===== src/rtl/cpu_pkg.sv =====
// Shared CPU definitions: opcode encodings, condition-flag bit positions,
// and the interrupt-context state type used by the flag unit.
package cpu_pkg;

  // Flag-setting ALU opcodes
  localparam logic [4:0] ADD = 5'b00001;
  localparam logic [4:0] SUB = 5'b00010;
  localparam logic [4:0] CMP = 5'b00011;

  // Branch opcodes consuming the flags
  localparam logic [4:0] BEQ = 5'b01000;
  localparam logic [4:0] BLT = 5'b01001;
  localparam logic [4:0] BGT = 5'b01010;
  localparam logic [4:0] BNE = 5'b01011;

  // Bit positions inside the 2-bit flags word
  localparam int unsigned FLAG_EQ = 1;
  localparam int unsigned FLAG_LT = 0;

  typedef enum logic {
    NORMAL = 1'b0,
    IN_ISR = 1'b1
  } isr_state_t;

  function automatic logic is_flag_op(input logic [4:0] op);
    return (op == ADD) || (op == SUB) || (op == CMP);
  endfunction

endpackage


===== src/rtl/flag_calc.sv =====
// flag_calc: combinational EQ/LT flag generation from an ALU result.
//   alu_result - ALU result (WIDTH bits)
//   alu_ovf    - signed-overflow indication for alu_result
//   flags_n    - {EQ, LT}: EQ = result is zero, LT = overflow-corrected sign
module flag_calc
  import cpu_pkg::*;
#(
  parameter int unsigned WIDTH = 32
) (
  input  logic [WIDTH-1:0] alu_result,
  input  logic             alu_ovf,
  output logic [1:0]       flags_n
);

  always_comb begin
    flags_n          = '0;
    flags_n[FLAG_EQ] = (alu_result == '0);
    // Overflow flips the apparent sign, so XOR recovers the true signed LT
    flags_n[FLAG_LT] = alu_result[WIDTH-1] ^ alu_ovf;
  end

endmodule


===== src/rtl/flag_unit.sv =====
// flag_unit: architectural condition-flags register at the end of EX, with
// one-level save/restore across interrupt entry/return.
//   clk, rst              - clock, asynchronous active-high reset
//   ex_valid/ex_opcode    - instruction in EX
//   alu_result/alu_ovf    - ALU result and signed overflow for that instruction
//   stall/flush           - pipeline hold / squash of the EX instruction
//   irq_enter/irq_return  - interrupt entry / return pulses
//   flags_out             - registered flags {EQ, LT} to the branch stage
//   flags_upd             - one-cycle pulse after every flags register write
//   in_isr                - high while inside an interrupt handler
//   nest_err              - one-cycle pulse after an illegal irq_enter/irq_return
module flag_unit
  import cpu_pkg::*;
#(
  parameter int unsigned WIDTH = 32
) (
  input  logic             clk,
  input  logic             rst,
  input  logic             ex_valid,
  input  logic [4:0]       ex_opcode,
  input  logic [WIDTH-1:0] alu_result,
  input  logic             alu_ovf,
  input  logic             stall,
  input  logic             flush,
  input  logic             irq_enter,
  input  logic             irq_return,
  output logic [1:0]       flags_out,
  output logic             flags_upd,
  output logic             in_isr,
  output logic             nest_err
);

  isr_state_t state, state_n;

  logic [1:0] flags_q, shadow_q;
  logic [1:0] flags_d, shadow_d;
  logic [1:0] calc_flags;
  logic       commit, enter_ok, return_ok, nest_bad;
  logic       upd_q, nest_q;

  flag_calc #(.WIDTH(WIDTH)) u_calc (
    .alu_result (alu_result),
    .alu_ovf    (alu_ovf),
    .flags_n    (calc_flags)
  );

  // Event decode: simultaneous enter+return cancels both
  always_comb begin
    commit    = ex_valid & ~stall & ~flush & is_flag_op(ex_opcode);
    enter_ok  = irq_enter & ~irq_return & (state == NORMAL);
    return_ok = irq_return & ~irq_enter & (state == IN_ISR);
    nest_bad  = (irq_enter | irq_return) & ~(enter_ok | return_ok);
  end

  // Flags datapath: restore beats commit; shadow captures post-edge flags
  always_comb begin
    flags_d  = flags_q;
    shadow_d = shadow_q;
    if (return_ok)
      flags_d = shadow_q;
    else if (commit)
      flags_d = calc_flags;
    if (enter_ok)
      shadow_d = flags_d;
  end

  // State register
  always_ff @(posedge clk or posedge rst) begin
    if (rst)
      state <= NORMAL;
    else
      state <= state_n;
  end

  // Next-state logic
  always_comb begin
    state_n = state;
    case (state)
      NORMAL: if (enter_ok)  state_n = IN_ISR;
      IN_ISR: if (return_ok) state_n = NORMAL;
      default: state_n = NORMAL;
    endcase
  end

  // Datapath and pulse registers
  always_ff @(posedge clk or posedge rst) begin
    if (rst) begin
      flags_q  <= '0;
      shadow_q <= '0;
      upd_q    <= 1'b0;
      nest_q   <= 1'b0;
    end else begin
      flags_q  <= flags_d;
      shadow_q <= shadow_d;
      upd_q    <= return_ok | commit;
      nest_q   <= nest_bad;
    end
  end

  // Outputs: all driven straight from registers
  always_comb begin
    flags_out = flags_q;
    flags_upd = upd_q;
    nest_err  = nest_q;
    in_isr    = (state == IN_ISR);
  end

endmodule


===== config.mk =====
export PLATFORM = sky130hd
export DESIGN_NAME = flag_unit
export DESIGN_NICKNAME = d
export VERILOG_FILES = /design/src/rtl/cpu_pkg.sv /design/src/rtl/flag_calc.sv /design/src/rtl/flag_unit.sv
export SDC_FILE = /design/constraint.sdc
export NUM_CORES = 1
export LEC_CHECK = 0
export BUFFER_PORTS_ARGS = -buffer_cell sky130_fd_sc_hd__buf_2
export CAP_MARGIN = 20
export CELL_PAD_IN_SITES_DETAIL_PLACEMENT = 1
export CELL_PAD_IN_SITES_GLOBAL_PLACEMENT = 1
export CORE_ASPECT_RATIO = 0.8
export CORE_MARGIN = 2
export CORE_UTILIZATION = 25
export CTS_BUF_LIST = sky130_fd_sc_hd__clkbuf_4
export CTS_CLUSTER_SIZE = 28
export DETAILED_ROUTE_END_ITERATION = 6
export PLACE_DENSITY_LB_ADDON = 0.05
export SLEW_MARGIN = 20
export SYNTH_ARGS = -nofsm -noshare
export SYNTH_HDL_FRONTEND = slang
export SYNTH_HIERARCHICAL = 1
export SYNTH_SLANG_ARGS = --single-unit

===== constraint.sdc =====
create_clock -name clk -period 2.2 [get_ports clk]
set_input_delay 0.33 -clock clk [delete_from_list [all_inputs] [get_ports clk]]
set_output_delay 0.33 -clock clk [all_outputs]
set_load 0.01 [all_outputs]

==> impl_metrics.ini <==
[die]
start_util = 0.261
rows = 14
die_x_um = 53.3
core_area_um2 = 1860
die_y_um = 43.4
pin_count = 50
die_area_um2 = 2310

[routing]
drt_wl_total_um = 1760
drtAntennaViolNets = 0
vias_per_cell = 5.09
drt_iter0_drc = 11
drt_pass1_iterations = 4
vias = 662
drc = 0
wire_per_inst_um = 13.6

[global_routing]
grt_antenna_before_repair = 0
grt_max_degree = 10
track_usage = 0.169
grt_pass1_wl_um = 2770
grt_pass1_vias = 638
grt_overflow = 0

[layout]
syn_to_final_growth_pct = 64.9
mostFrequentLayoutCells = buf_2 (49), dfrtp_1 (7), nand4_1 (6), nor4_1 (6), nor2_1 (5)
layout_commonest_cell = buf_2
seq_area_um2 = 175
layout-drive-gt1-share = 0.566
antenna_cells = 0
fillers = 251
multi_input_area_um2 = 303
nets = 152

[worst_hold_path]
hold_start = irq_enter
holdCritPathClass = input pin to register
min_to = nest_err$_DFF_PP0_
hold_depth = 3

[synth]
synth-seq-cells = 7
syn_avg_cell_area_um2 = 9.34
synth_edf_count = 0
postSynthCellCount = 52
synth.yosys.seq_area_share = 0.361
yosys_most_used_dff = dfrtp_1
netlist_area_um2 = 485
synth_cell_type_count = 22
synth.yosys.warnings = 6
async_reset_ff_frac = 1.00
syn-num-nets = 97

[placement]
numPortBuffers = 49
hpwl_um = 1500
gp_congestion = 0.701

[setup_path]
reg2reg_slack_ns = 0.94
reg2reg_to = shadow_q[0]$_DFFE_PP0P_
max_stage_delay_ns = 0.33
crit_top_cell = nand4_1
r2r_start = in_isr$_DFF_PP0_
endpoint_kind = register
crit_fanout = 2
crit_type = input pin to register
rr_worst_depth = 3
path_cells = buf_2 -> nor4_1 -> nand4_1 -> nor2_1 -> nor4bb_1 -> nand4_1 -> nand3_1
required_ns = 2.40
startpoint_type = input pin
cp.arrival_ns = 1.58
cp_slowest_cell = nor4bb_1

[clocking]
numCtsBuffers = 3
cts-root-buf = clkbuf_4
clock_path_buffers = 2
clk_pin_slew_worst_paths_ns = 0.06
tritoncts = done
cts_setup_buffers = 0
cts.htree.levels = 1
clk_latency_ns = 0.26
clock_sinks = 7

[power]
peakVddDrop_uv = 227
powerDensity_nw_per_um2 = 550
power_mw = 0.440
p_leak_nw = 0.380

[sta]
slew_viol_final = 0
period_minus_slack_ns = 1.38
fin_tns_setup_ns = 0
tightest_slew_ns = 0.683
setup_violations = 0
fmax_ghz = 0.725
finClkSkew_ns = 0.00591
rsz0062_at_grt = false
max_slew_margin = 0.539
period_share = 0.627
finalHoldViolations = 0

[flow_run]
maxCapViolations = 0

[run_status]
status = completed
## stage by stage
stage / setup slack, ns / cell area, um2 / instances / hold WS [ns] / utilization
finish: 0.820 / 801 / 130 / 0.371 / 0.431
global route: 0.678 / 801 / 130 / 0.376 / 0.431
CTS: 0.803 / 801 / 130 / 0.364 / 0.431
detailed placement: 0.529 / 761 / 125 / 0.273 / 0.410
global placement: 0.595 / 761 / 125 / 0.271 / 0.410
floorplan: 0.858 / 485 / 52 / 0.133 / -
## area by class of cell
class                   count  share of cell area
well taps                  24              0.0375
multi-input cells          43               0.378
inverters                   2             0.00938
clock buffers               4              0.0375
flip-flops and latches      7               0.219
repair buffers             50               0.319
## sequential cells by signal (all words and copies together) (netlist names)
name / flops
nest_err: 1
in_isr: 1
shadow_q: 2
flags_upd: 1
flags_out: 2
## power by group
| group | switching (mW) | internal, mW | leakage [nW] |
|---|---|---|---|
| logic | 0.0579 | 0.0672 | 0.277 |
| registers | 0.0225 | 0.156 | 0.0851 |
| clock network | 0.0547 | 0.0820 | 0.0184 |
## Yosys cell counts (2+ instances only)
master,number,area share
dfrtp_1,7,0.36
nand4_1,6,0.077
nor4_1,6,0.077
nor2_1,5,0.039
nand2_1,3,0.023
o31ai_1,3,0.046
a31oi_1,2,0.026
inv_1,2,0.015
nand3_1,2,0.021
nor4_2,2,0.052
nor4bb_1,2,0.041
or2_2,2,0.026
## worst max-delay path: cells and delay by family
kind          cells  cell delay (ns)
buf+inv           1             0.09
simple gates      6             1.16
## cells by family (layout without fill, tap and decap cells)
kind of cell / count (synthesis) / count (layout) / synth area share
and+or+nand+nor: 33 / 33 / 0.451
AOI/OAI and AO/OA: 8 / 8 / 0.134
DFF: 7 / 7 / 0.361
buffers and inverters: 2 / 56 / 0.0155
adders and majority gates: 1 / 1 / 0.0206
xor gates and xnor gates: 1 / 1 / 0.0180
## repair_timing
item	CTS	global route
hold buffers	1	0
endpoints found under the setup margin	0	0
hold endpoints to repair	7	0
gates resized for setup	0	0
## per-layer routing
metal | part of all wire | track usage
met5 | 0 | 0
met1 | 0.42 | 0.195
met3 | 0.12 | 0.0621
met4 | 0.013 | 0.0769
met2 | 0.45 | 0.277
## how the worst max path moves through the flow
stage                              start                       to  depth (start not counted)
after CTS                  alu_result[7]  shadow_q[1]$_DFFE_PP0P_                          7
after detailed placement   alu_result[7]  shadow_q[1]$_DFFE_PP0P_                          7
after floorplan           alu_result[26]  shadow_q[1]$_DFFE_PP0P_                          6
final                      alu_result[7]  shadow_q[1]$_DFFE_PP0P_                          7
after global routing       alu_result[8]  shadow_q[1]$_DFFE_PP0P_                          7
after global placement    alu_result[27]  shadow_q[1]$_DFFE_PP0P_                          7
(Power assumes the default switching activity.)
